`src/rtl/instr_encoder.sv`:
```
`default_nettype none
// ============================================================================
//  Module      : instr_encoder
//  Description : Encodes RV64I instruction descriptions (R-type, ld, sd, beq,
//                addi) into 32-bit words and queues them, with a byte address
//                per word, in a 2-entry output FIFO for an instruction-memory
//                writer. Illegal requests are consumed, dropped and flagged
//                with a one-cycle err pulse.
//                Optional build macro: INSTR_ENCODER_RANGE_CHECK_EN -- also
//                rejects immediates that do not fit the target format.
//  Revision    : 1.0 - initial release
// ============================================================================
module instr_encoder #(
    parameter int ADDR_W = 10
) (
    input  logic              clk,
    input  logic              reset,
    input  logic              in_valid,
    output logic              in_ready,
    input  logic [2:0]        op_sel,
    input  logic [4:0]        rd,
    input  logic [4:0]        rs1,
    input  logic [4:0]        rs2,
    input  logic [2:0]        funct3,
    input  logic [6:0]        funct7,
    input  logic [12:0]       imm,
    output logic              out_valid,
    input  logic              out_ready,
    output logic [31:0]       out_instr,
    output logic [ADDR_W-1:0] out_addr,
    output logic              err
);

    // Instruction classes selected by op_sel
    localparam logic [2:0] OP_R    = 3'd0;
    localparam logic [2:0] OP_LD   = 3'd1;
    localparam logic [2:0] OP_SD   = 3'd2;
    localparam logic [2:0] OP_BEQ  = 3'd3;
    localparam logic [2:0] OP_ADDI = 3'd4;

    // FIFO occupancy states
    localparam logic [1:0] ST_EMPTY = 2'd0;
    localparam logic [1:0] ST_ONE   = 2'd1;
    localparam logic [1:0] ST_FULL  = 2'd2;

    logic [1:0]        r_state;
    logic [1:0]        w_state_nxt;
    logic [31:0]       w_instr;
    logic              w_legal;
    logic              w_accept;
    logic              w_push;
    logic              w_pop;
    logic [31:0]       r_head_instr;
    logic [ADDR_W-1:0] r_head_addr;
    logic [31:0]       r_tail_instr;
    logic [ADDR_W-1:0] r_tail_addr;
    logic [ADDR_W-1:0] r_addr_cnt;
    logic              r_err;

    // Encode the request into a 32-bit word and decide whether it is legal
    always_comb begin
        w_instr = '0;
        w_legal = 1'b1;
        case (op_sel)
            OP_R:    w_instr = {funct7, rs2, rs1, funct3, rd, 7'b0110011};
            OP_LD:   w_instr = {imm[11:0], rs1, 3'b011, rd, 7'b0000011};
            OP_SD:   w_instr = {imm[11:5], rs2, rs1, 3'b011, imm[4:0], 7'b0100011};
            OP_BEQ:  w_instr = {imm[12], imm[10:5], rs2, rs1, 3'b000,
                                imm[4:1], imm[11], 7'b1100011};
            OP_ADDI: w_instr = {imm[11:0], rs1, 3'b000, rd, 7'b0010011};
            default: w_legal = 1'b0;
        endcase
`ifdef INSTR_ENCODER_RANGE_CHECK_EN
        // 12-bit formats need imm[12] to be a pure sign extension of imm[11];
        // branch targets must be halfword aligned.
        if ((op_sel == OP_LD || op_sel == OP_SD || op_sel == OP_ADDI) &&
            (imm[12] != imm[11])) begin
            w_legal = 1'b0;
        end
        if ((op_sel == OP_BEQ) && imm[0]) begin
            w_legal = 1'b0;
        end
`endif
    end

    // Handshake qualifiers: illegal requests are accepted but never pushed
    assign w_accept = in_valid && in_ready;
    assign w_push   = w_accept && w_legal;
    assign w_pop    = out_valid && out_ready;

    // FIFO occupancy state register
    always_ff @(posedge clk or posedge reset) begin
        if (reset) begin
            r_state <= ST_EMPTY;
        end else begin
            r_state <= w_state_nxt;
        end
    end

    // FIFO occupancy next-state; push and pop together leave the count alone
    always_comb begin
        w_state_nxt = r_state;
        case (r_state)
            ST_EMPTY: if (w_push) w_state_nxt = ST_ONE;
            ST_ONE: begin
                if (w_push && !w_pop)      w_state_nxt = ST_FULL;
                else if (!w_push && w_pop) w_state_nxt = ST_EMPTY;
            end
            ST_FULL:  if (w_pop && !w_push) w_state_nxt = ST_ONE;
            default:  w_state_nxt = ST_EMPTY;
        endcase
    end

    // FIFO handshake outputs; a full FIFO still accepts when the head leaves
    always_comb begin
        out_valid = 1'b0;
        in_ready  = 1'b1;
        case (r_state)
            ST_EMPTY: begin
                out_valid = 1'b0;
                in_ready  = 1'b1;
            end
            ST_ONE: begin
                out_valid = 1'b1;
                in_ready  = 1'b1;
            end
            ST_FULL: begin
                out_valid = 1'b1;
                in_ready  = out_ready;
            end
            default: begin
                out_valid = 1'b0;
                in_ready  = 1'b1;
            end
        endcase
    end

    // FIFO storage: head feeds the outputs directly, tail holds the second word
    always_ff @(posedge clk or posedge reset) begin
        if (reset) begin
            r_head_instr <= '0;
            r_head_addr  <= '0;
            r_tail_instr <= '0;
            r_tail_addr  <= '0;
        end else begin
            case (r_state)
                ST_EMPTY: begin
                    if (w_push) begin
                        r_head_instr <= w_instr;
                        r_head_addr  <= r_addr_cnt;
                    end
                end
                ST_ONE: begin
                    if (w_push && w_pop) begin
                        r_head_instr <= w_instr;
                        r_head_addr  <= r_addr_cnt;
                    end else if (w_push) begin
                        r_tail_instr <= w_instr;
                        r_tail_addr  <= r_addr_cnt;
                    end
                end
                ST_FULL: begin
                    if (w_pop) begin
                        r_head_instr <= r_tail_instr;
                        r_head_addr  <= r_tail_addr;
                        if (w_push) begin
                            r_tail_instr <= w_instr;
                            r_tail_addr  <= r_addr_cnt;
                        end
                    end
                end
                default: begin
                    r_head_instr <= r_head_instr;
                end
            endcase
        end
    end

    // Byte-address counter advances one word per legal push, wrapping freely
    always_ff @(posedge clk or posedge reset) begin
        if (reset) begin
            r_addr_cnt <= '0;
        end else if (w_push) begin
            r_addr_cnt <= r_addr_cnt + ADDR_W'(4);
        end
    end

    // One-cycle error pulse for a consumed illegal request
    always_ff @(posedge clk or posedge reset) begin
        if (reset) begin
            r_err <= 1'b0;
        end else begin
            r_err <= w_accept && !w_legal;
        end
    end

    assign out_instr = r_head_instr;
    assign out_addr  = r_head_addr;
    assign err       = r_err;

endmodule
`default_nettype wire

```
`config.mk`:
```
export PLATFORM = sky130hd
export DESIGN_NAME = instr_encoder
export DESIGN_NICKNAME = d
export VERILOG_FILES = /design/src/rtl/instr_encoder.sv
export SDC_FILE = /design/constraint.sdc
export NUM_CORES = 1
export LEC_CHECK = 0
export ABC_AREA = 1
export ABC_CLOCK_PERIOD_IN_PS = 5000
export BUFFER_PORTS_ARGS = -buffer_cell sky130_fd_sc_hd__buf_2
export CAP_MARGIN = 0
export CORE_ASPECT_RATIO = 1.25
export CORE_MARGIN = 10
export CORE_UTILIZATION = 48
export DETAILED_ROUTE_END_ITERATION = 6
export PLACE_DENSITY = 0.71
export SYNTH_ARGS = -nofsm -noshare
export SYNTH_HDL_FRONTEND = slang
export SYNTH_SLANG_ARGS = --single-unit
```
`constraint.sdc`:
```
create_clock -name clk -period 5 [get_ports clk]
set_input_delay 0.25 -clock clk [delete_from_list [all_inputs] [get_ports clk]]
set_output_delay 0.25 -clock clk [all_outputs]
set_load 0.01 [all_outputs]
```
# == After elaboration in Yosys (flattened, before gate mapping) ==
# Cells that the tools add are included.
# classes
muxes,25
eq_ne,12
addsub,1
reduce_logical,19
# op_table
op,n
32-bit 2-to-1 mux,6
32-bit case mux with 5 select lines,1
32-bit case mux with 3 select lines,1
32-bit case mux with 2 select lines,1
10-bit 2-to-1 mux,6
10-bit case mux with 3 select lines,1
10-bit case mux with 2 select lines,1
"10-bit by 3-bit adder with 10-bit output, second input constant",1
"2-bit != test, second input constant",5
2-bit 2-to-1 mux,4
1-bit logical AND,7
"3-bit by 2-bit equality test with 1-bit output, second input constant",2
2-bit case mux with 3 select lines,1
3-bit AND reduction,2
5-bit OR reduction,1
4-bit AND reduction,1
"3-bit by 1-bit equality test with 1-bit output, second input constant",1
"3-bit equality test, second input constant",1
1-bit logical NOT,3
3-bit logical NOT,1
1-bit 2-to-1 mux,3
"3-bit != test, second input constant",1
3-bit nonzero test,1
"2-bit by 1-bit equality test with 1-bit output, second input constant",1
4 further kinds,4
# word_totals
out_inout_bits,45
regBits,97
word_cells,64

# == Logic depth before layout (Yosys ltp) ==
# Gate-level depths: netlist of run 1.
# depth
ltp_word,9
mapped_depth,15

# == Least setup slack after synthesis of run 1 ==
# Ideal clock, no wire load.
# synth_path
path_kind,flip-flop to flip-flop
start,reg r_state[0]
end,reg r_head_instr[4] (netlist: out_instr[4])
setup_ns,0.117
arrival_time_ns,2.000
stages_incl_launch_ff,16
setup_slack_ns,2.883
t_required_ns,4.883
period_less_slack_ns,2.117
cell_sequence,dfrtp_1 inv_1 ha_1 nand2_1 nand2_1 nor2_4 ha_1 inv_1 nand2_1 nand2_1 nor2_1 nand2_4 buf_6 buf_6 nand2_1 nand2_1
# synth_via
elab_chain_len,7
word_cells_on_any_way,16
cone_classes,eq/ne (5); mux (3); reduce/logical (8)
# synth_rtl
item,line,text
"start, declared",46,logic [1:0] r_state;
"start signal, assigned",96,r_state <= w_state_nxt;
2-bit equality test (*),118,case (r_state)
1-bit 2-to-1 mux (*),118,
named net in_ready,19,"output logic in_ready,"
1-bit logical AND (*),87,assign w_accept = in_valid && in_ready;
1-bit logical AND (*),88,assign w_push = w_accept && w_legal;
1-bit logical AND,154,if (w_push && w_pop) begin
2-bit != test (no source line),-,
4-bit AND reduction (no source line) (*),-,
"end signal, assigned",149,r_head_instr <= w_instr;
"end signal, assigned",155,r_head_instr <= w_instr;
"end signal, assigned",164,r_head_instr <= r_tail_instr;
"end, declared",53,logic [31:0] r_head_instr;
# The timed path passes the listed nets; every way through them passes the cells marked *.
# A chain may end at the register's enable or synchronous reset.

# == Worst setup path in the final report of run 1 ==
# layout_path
start,reg r_state[0]
end,reg r_tail_instr[1]
# layout_via
elab_chain_len,7
word_cells_on_any_way,17
cone_classes,eq/ne (4); mux (6); reduce/logical (7)
# layout_rtl
item,line,text
2-bit equality test or 2-bit by 1-bit equality test with 1-bit output (tied branches),"118, 146",
1-bit 2-to-1 mux or 2-bit OR reduction (tied branches),-,
1-bit logical AND or 1-bit 2-to-1 mux (tied branches),"87, 118",
1-bit logical AND (on tied branches),"88, 89",
32-bit 2-to-1 mux or 1-bit logical AND (tied branches),-,
"32-bit 2-to-1 mux, or another cell as far along",-,
32-bit case mux with 2 select lines or 3-bit AND reduction (tied branches),-,
"end signal, assigned",158,r_tail_instr <= w_instr;
"end signal, assigned",167,r_tail_instr <= w_instr;
"end, declared",55,logic [31:0] r_tail_instr;
# Parallel ways exist; a longest one is shown, timed or not. The select of a mux whose other input is x is not followed.

==> key figures, run 1 <==
Final layout
  • Fraction of final layout cells sized beyond drive strength 1: 0.190
  • Number of antenna diodes: 0
  • Post-layout nets: roughly 680
  • Layout overhead on the synthesized area: 15.2%
  • Count of fill cells added during filler insertion: 842

Floorplanning
  • Floorplan row count: 38
  • # IOs: 90
  • Die area: between 10,000 and 15,000 sq um
  • Starting utilization of the core area: 0.493
  • Die height: about 130 microns
  • Core box area: 8700 sq um
  • Horizontal die dimension: 105 microns

GRT
  • Global-route wire length before repair: 17.3 mm
  • GR Util All Layers: 0.157
  • Number of antenna violations at the first check in global routing: 0
  • Overflow left after global routing: 0
  • Largest net degree at the start of global routing: 86
  • Vias in the first global route: 3,694

Power
  • Leakage component of the power: approximately 0.0027 uW
  • Total power per unit cell area: 572 nW/um^2
  • Peak supply drop: 0.277 mV

Timing
  • Fin Setup TNS: 0 ns
  • FMAX: 0.309 GHz
  • Number of failing setup endpoints in the final timing report: 0
  • Tightest Pin Transition: 1.07 ns
  • Fin. Hold Viols: 0
  • Post-route setup slack: between 1.5 and 2 ns
  • Ratio of final minimum period to clock period: 0.648
  • Worst relative slew slack: 0.285
  • Time the final worst path needs with I/O delays and setup: 3.24 ns
  • Unrepaired setup endpoints after global routing: no
  • Max-slew violation count: 0
  • Final clock skew: 0.0115 ns

Worst setup path
  • Endpoint of the worst-slack reg-to-reg timing path: r_tail_instr[1]$_DFFE_PP0P_
  • Data arrival at the endpoint of the critical path: between 3 and 4 ns
  • Critical Path RT: 5.24 ns
  • Setup crit start kind: flop
  • Largest fanout of any net on the critical path: 40
  • FF-to-FF Start: r_state[0]$_DFFE_PP0P_
  • Worst Path Class, Setup: reg -> reg
  • Reg2reg path depth: 13
  • End point of the critical path: r_tail_instr[1]$_DFFE_PP0P_
  • Start point of the critical path: r_state[0]$_DFFE_PP0P_
  • Sort of element at the end of the critical path: flop
  • Worst-case register-to-register setup slack: roughly 1.8 ns

Status
  • Outcome: completed

Yosys
  • Count of flip-flops with a built-in enable after synthesis: 0
  • Most instantiated cells after synthesis: sky130_fd_sc_hd__nand2_1 (244), sky130_fd_sc_hd__dfrtp_1 (85), sky130_fd_sc_hd__o21ai_0 (66)
  • Number of instances in the synthesized netlist: 560
  • Yosys warning total: 0
  • Count leader, synth: sky130_fd_sc_hd__nand2_1
  • Synth area leader: sky130_fd_sc_hd__dfrtp_1
  • Xor and xnor area share after synthesis: 0.0143
  • Cell types occupying the most area after synthesis: sky130_fd_sc_hd__dfrtp_1 (50%), sky130_fd_sc_hd__nand2_1 (21%), sky130_fd_sc_hd__o21ai_0 (7.7%)
  • Simple logic cell fraction of the synthesized area: 0.285
  • Async set or reset register ratio after synthesis: 1.00
  • Main synth FF type: sky130_fd_sc_hd__dfrtp_1
  • Fraction of synthesized area in multiplexers: 0
  • Compound-gate portion of the synthesized area: 0.0928
  • Portion of the post-synthesis area used by sequential elements: 0.496
  • Dominant combinational cell family by area after synthesis: simple AND/OR/NAND/NOR gates
  • Post-synthesis area per instance: about 7.7 sq um
  • Post-synth design cell area: 4290 sq um
  • Yosys top cell area share: 0.496
  • Flops & latches, synth: 85
  • Adder-Cell Fraction of Synth Area: 0.0204
  • Distinct cell type count after synthesis: 25

Hold path
  • Number of cells traversed by the worst hold path: 3
  • Hold Path Class: in -> reg

Routing
  • Mean routed wirelength per cell: 13.5 microns
  • Count of antenna-violating nets left after detailed routing: 0
  • Initial detailed-routing violation count: 191
  • Overall via count from detail_route: 3,684
  • Total wire length: approximately 10 mm
  • Vias per std cell: 4.87
  • DRC violations left: 0
  • Length of the first detailed-routing pass in iterations: 4

CTS
  • Total CTS buffers: 9
  • Number of sinks driven by the clock tree: 85
  • Root buffer cell: sky130_fd_sc_hd__clkbuf_8
  • Post-cts hold buffer count: 0
  • Number of gates resized after CTS: 0
  • Worst-Skew Late Latency: around 0.35 ns
  • CTS max path bufs: 2
  • Clock tree from TritonCTS: yes
  • Maximum level of the CTS H-tree: 3
  • Number of setup buffers added after CTS: 0
  • Clock slew at the register clock pins of the worst setup and hold paths: 0.09 ns

Placed design
  • Number of port buffers: 85
  • Worst Setup Slack post-DPL: 1.78 ns
  • Detail Placement HPWL: 7.26 mm
  • Gp weighted congestion: 0.884

Flow run
  • MaxCap Viol Count: 0
-- sequential cells by signal (all words and copies together), names as in the netlist --
register and cells:
out_instr 29, r_tail_addr 8, r_tail_instr 29, err 1, out_addr 8, r_addr_cnt 8
r_state 2
-- placed cells by master (no fill, tap or decap), drive strengths merged --
cell      instances
a21oi             5
buf              87
bufinv            2
clkbuf           11
clkinv            1
clkinvlp          3
conb              4
dfrtp            85
ha                7
inv              53
nand2           250
nand3            26
nand4             4
nor2             15
nor3              2
o21ai            71
o22ai             1
or2               2
xor2              7
-- critical path, cell delays in order, from the launching register on --
cell and delay (ns):
sky130_fd_sc_hd__dfrtp_1 0.38, sky130_fd_sc_hd__inv_1 0.09, sky130_fd_sc_hd__ha_1 0.20, sky130_fd_sc_hd__buf_4 0.24, sky130_fd_sc_hd__nand2_1 0.15, sky130_fd_sc_hd__nand2_1 0.11
sky130_fd_sc_hd__nor2_4 0.24, sky130_fd_sc_hd__ha_1 0.18, sky130_fd_sc_hd__inv_1 0.04, sky130_fd_sc_hd__nand2_1 0.07, sky130_fd_sc_hd__o21ai_1 0.10, sky130_fd_sc_hd__nand2_2 0.54
sky130_fd_sc_hd__inv_2 0.39, sky130_fd_sc_hd__or2_2 0.37
-- worst min-delay path by stage --
stage | from | end
after floorplan | rs1[3] | r_tail_instr[18]$_DFFE_PP0P_
final | rs1[4] | r_tail_instr[19]$_DFFE_PP0P_
after global placement | out_addr[5]$_DFFE_PP0P_ | out_addr[5]$_DFFE_PP0P_
after detailed placement | out_instr[5]$_DFFE_PP0P_ | out_instr[5]$_DFFE_PP0P_
after global routing | rs1[4] | r_tail_instr[19]$_DFFE_PP0P_
after CTS | rs1[4] | r_tail_instr[19]$_DFFE_PP0P_
-- where the power goes --
part / switching [uW] / internal, uW
Combinational: 755 / 375
Sequential: 150 / 988
Clock: 251 / 309
-- through the flow --
step	instance area [sq um]	hold slack, ns	std cells	utilization	power [uW]
2_1_floorplan	4300	0.409	563	-	1980
3_3_place_gp	4700	0.458	740	0.541	2250
3_5_place_dp	4700	0.461	740	0.541	2290
4_1_cts	4940	0.166	756	0.567	2860
5_1_grt	4940	0.169	756	0.567	3080
6_report	4940	0.174	756	0.567	2830
-- kinds of logic after synthesis --
| kind of cell | count (synthesis) |
|---|---|
| simple gates | 299 |
| xor+xnor | 7 |
| fa+ha+maj | 7 |
| buf+inv | 84 |
| compound gates | 77 |
| flops | 85 |
| other cells | 1 |
-- per-layer routing --
metal / wire length, microns / GRT usage / vias up
met5: 0 / 0 / -
met4: 209 / 0.0689 / 0
met3: 525 / 0.0332 / 17
met2: 5010 / 0.262 / 97
met1: 4480 / 0.190 / 1701
li1: - / - / 1869
-- layout make-up --
class | count | area [sq um] | area share
flip-flops and latches | 85 | 2130 | 0.431
multi-input cells | 394 | 1780 | 0.361
repair buffers | 87 | 440 | 0.0892
inverters | 54 | 204 | 0.0413
clock buffers | 11 | 151 | 0.0307
well taps | 120 | 150 | 0.0304
clock inverters | 5 | 82.6 | 0.0167
(Power assumes the default switching activity.)
==> run 2: changes to the inputs <==
--- a/config.mk
+++ b/config.mk
@@ -6,7 +6,7 @@
 export NUM_CORES = 1
 export LEC_CHECK = 0
 export ABC_AREA = 1
-export ABC_CLOCK_PERIOD_IN_PS = 5000
+export ABC_CLOCK_PERIOD_IN_PS = 3200
 export BUFFER_PORTS_ARGS = -buffer_cell sky130_fd_sc_hd__buf_2
 export CAP_MARGIN = 0
 export CORE_ASPECT_RATIO = 1.25
==> constraint.sdc (replaced) <==
create_clock -name clk -period 3.2 [get_ports clk]
set_input_delay 0.16 -clock clk [delete_from_list [all_inputs] [get_ports clk]]
set_output_delay 0.16 -clock clk [all_outputs]
set_load 0.01 [all_outputs]
==> run 2 against run 1 <==
  * Combinational power is 56% higher
  * Setup slack worse by 1.4 ns
  * Utilization hardly changed
  * Global-route usage is 0.27 points higher
  * Clock power is 36% higher
  * Maximum frequency is 14% higher
  * Sequential share of layout area hardly changed
  * The flow now finishes with violations (negative hold slack)
  * Register-to-register slack worse by 1.4 ns
  * Critical path depth is 1 higher
  * Hold slack worse by 0.21 ns
  * Sequential power is 57% higher
  * Via count is 1.8% higher
==> key figures, run 2 (synthesized netlist as in run 1, its figures left out) <==
Final layout
  • Post-layout nets: 688 (was 683)
  • Cell area after layout: 4930 sq um (was 4940 sq um)
  • Layout overhead on the synthesized area: 15.2% (about the same)
  • Top library cells by usage in the layout, fill and taps aside: sky130_fd_sc_hd__nand2_1 (244), sky130_fd_sc_hd__dfrtp_1 (85), sky130_fd_sc_hd__buf_2 (85) (unchanged)
  • Fraction of final layout cells sized beyond drive strength 1: 0.192 (was 0.190)
  • Commonest non-fill, non-tap cell in the layout: sky130_fd_sc_hd__nand2_1 (unchanged)
  • Number of antenna diodes: 0 (unchanged)

Worst setup path
  • Crit-path max cell delay: 0.59 ns (was 0.54 ns)
  • Master of the slowest instance on the critical path: sky130_fd_sc_hd__inv_2 (was sky130_fd_sc_hd__nand2_2)
  • Family of cells with the greatest summed delay on the critical path: simple AND/OR/NAND/NOR gates (unchanged)
  • CP Cell Sequence: inv_1, ha_1, nand2_1, nand2_1, nor2_4, ha_1, inv_1, nand2_1, nand2_1, nor2_1, nand2_4, inv_2, nor2_1, a21oi_1 (was inv_1, ha_1, buf_4, nand2_1, nand2_1, nor2_4, ha_1, inv_1, nand2_1, o21ai_1, nand2_2, inv_2, or2_2)
  • Critical Path RT: 3.49 ns (was 5.24 ns)
  • Largest fanout of any net on the critical path: 40 (unchanged)
  • Sort of element at the end of the critical path: flop (unchanged)
  • Worst Path Class, Setup: reg -> reg (unchanged)
  • Critical Path Most Common Cell: sky130_fd_sc_hd__nand2_1 (unchanged)
  • Data arrival at the endpoint of the critical path: 3.13 ns (was 3.48 ns)
  • Critical path buffer and inverter count: 3 (was 4)
  • Setup crit start kind: flop (unchanged)

CTS
  • Clock tree from TritonCTS: yes (unchanged)
  • Maximum level of the CTS H-tree: 3 (unchanged)
  • Number of setup buffers added after CTS: 0 (unchanged)
  • CTS max path bufs: 2 (unchanged)
  • Root buffer cell: sky130_fd_sc_hd__clkbuf_8 (unchanged)
  • Number of sinks driven by the clock tree: 85 (unchanged)
  • Number of gates resized after CTS: 0 (unchanged)
  • Total CTS buffers: 9 (unchanged)
  • Clock slew at the register clock pins of the worst setup and hold paths: 0.09 ns (about the same)
  • Post-cts hold buffer count: 0 (unchanged)
  • Worst-Skew Late Latency: 0.36 ns (was 0.35 ns)

Routing
  • Initial detailed-routing violation count: 241 (was 191)
  • Overall via count from detail_route: 3,750 (was 3,684)
  • Total wire length: 10.2 mm (about the same)
  • Count of antenna-violating nets left after detailed routing: 0 (unchanged)
  • Mean routed wirelength per cell: 13.5 microns (about the same)
  • Length of the first detailed-routing pass in iterations: 5 (was 4)
  • DRC violations left: 0 (unchanged)
  • Vias per std cell: 4.93 (was 4.87)

Hold path
  • Hold Path Class: in -> async (was in -> reg)

GRT
  • Vias in the first global route: 3,829 (was 3,694)
  • Largest net degree at the start of global routing: 55 (was 86)
  • GR Util All Layers: 0.159 (was 0.157)
  • Number of antenna violations at the first check in global routing: 0 (unchanged)
  • Global-route wire length before repair: 17.6 mm (was 17.3 mm)
  • Overflow left after global routing: 0 (unchanged)

Timing
  • Worst-case hold slack: -0.0341 ns (was 0.174 ns)
  • FMAX: 0.352 GHz (was 0.309 GHz)
  • Final clock skew: 0.0104 ns (was 0.0115 ns)
  • Ratio of final minimum period to clock period: 0.887 (was 0.648)
  • Number of failing setup endpoints in the final timing report: 0 (unchanged)
  • Fin. Hold Viols: 52 (was 0)
  • Unrepaired setup endpoints after global routing: no (unchanged)
  • Worst relative slew slack: 0.382 (was 0.285)
  • Max-slew violation count: 0 (unchanged)
  • Tightest Pin Transition: 0.926 ns (was 1.07 ns)
  • Fin Setup TNS: 0 ns (unchanged)
  • Time the final worst path needs with I/O delays and setup: 2.84 ns (was 3.24 ns)

Floorplanning
  • Die area: 13,100 sq um (unchanged)
  • Die height: 126 microns (unchanged)
  • Starting utilization of the core area: 0.493 (unchanged)
  • # IOs: 90 (unchanged)
  • Floorplan row count: 38 (unchanged)
  • Horizontal die dimension: 105 microns (unchanged)
  • Core box area: 8700 sq um (unchanged)

Status
  • Outcome: finished, violations left (was completed)
  • Violations in the final reports: negative hold slack

Flow run
  • MaxCap Viol Count: 0 (unchanged)

Placed design
  • Number of port buffers: 85 (unchanged)
  • Detail Placement HPWL: 7.38 mm (was 7.26 mm)
  • Gp weighted congestion: 0.849 (was 0.884)
  • Total placed instance area: 4740 sq um (was 4700 sq um)

Power
  • Total power per unit cell area: 874 nW/um^2 (was 572 nW/um^2)
  • Peak supply drop: 0.371 mV (was 0.277 mV)
  • Leakage component of the power: 0.00273 uW (about the same)
  • Power Total: 4310 uW (was 2830 uW)
-- run 2: changes by cell type in the layout (fill, tap and decap cells not counted) --
cell	delta
sky130_fd_sc_hd__buf_4	+5
sky130_fd_sc_hd__clkbuf_8	-1
sky130_fd_sc_hd__clkinvlp_4	-1
sky130_fd_sc_hd__bufinv_16	-1
sky130_fd_sc_hd__clkbuf_1	+3
-- run 2: cell type report --
type,count,area [sq um]
clock buffers,13,149
clock inverters,3,45.0
fillers,852,3770
inverters,54,204
multi-input cells,394,1780
flip-flops and latches,85,2130
well taps,120,150
repair buffers,92,478
-- run 2: final timing paths --
path	start	to	slack [ns]	cells after the start
worst max-delay path	r_state[0]$_DFFE_PP0P_	out_instr[31]$_DFFE_PP0P_	0.36	14
worst min-delay path	reset	out_instr[18]$_DFFE_PP0P_	-0.03	2
worst max register to register	r_state[0]$_DFFE_PP0P_	out_instr[31]$_DFFE_PP0P_	0.36	14
worst min register to register	out_addr[6]$_DFFE_PP0P_	out_addr[6]$_DFFE_PP0P_	0.48	2
max in group asynchronous	reset	out_instr[26]$_DFFE_PP0P_	2.44	3
min in group clk	rs1[1]	r_tail_instr[16]$_DFFE_PP0P_	0.08	3
-- run 2: routing by layer --
metal / up-vias / track usage / wire (microns)
met5: - / 0 / 0
met4: 0 / 0.0509 / 156
met3: 16 / 0.0449 / 592
met2: 109 / 0.266 / 4990
met1: 1746 / 0.195 / 4500
li1: 1879 / - / -
-- run 2: report_power, final --
part | total, uW | switching [uW] | leakage [uW] | internal (uW)
clock | 764 | 380 | 0.0000899 | 384
sequential | 1790 | 243 | 0.00107 | 1540
combinational | 1760 | 1170 | 0.00157 | 594
total | 4310 | 1790 | 0.00273 | 2520
-- run 2: per-stage QoR --
step | cells | utilization | setup slack [ns] | hold WS, ns
2_1_floorplan | 563 | - | 0.847 | 0.319
6_report | 761 | 0.567 | 0.361 | -0.0341
3_5_place_dp | 745 | 0.545 | 0.339 | 0.400
3_3_place_gp | 745 | 0.545 | 0.490 | 0.375
5_1_grt | 761 | 0.567 | 0.0875 | 0.0257
4_1_cts | 761 | 0.567 | 0.322 | 0.00683
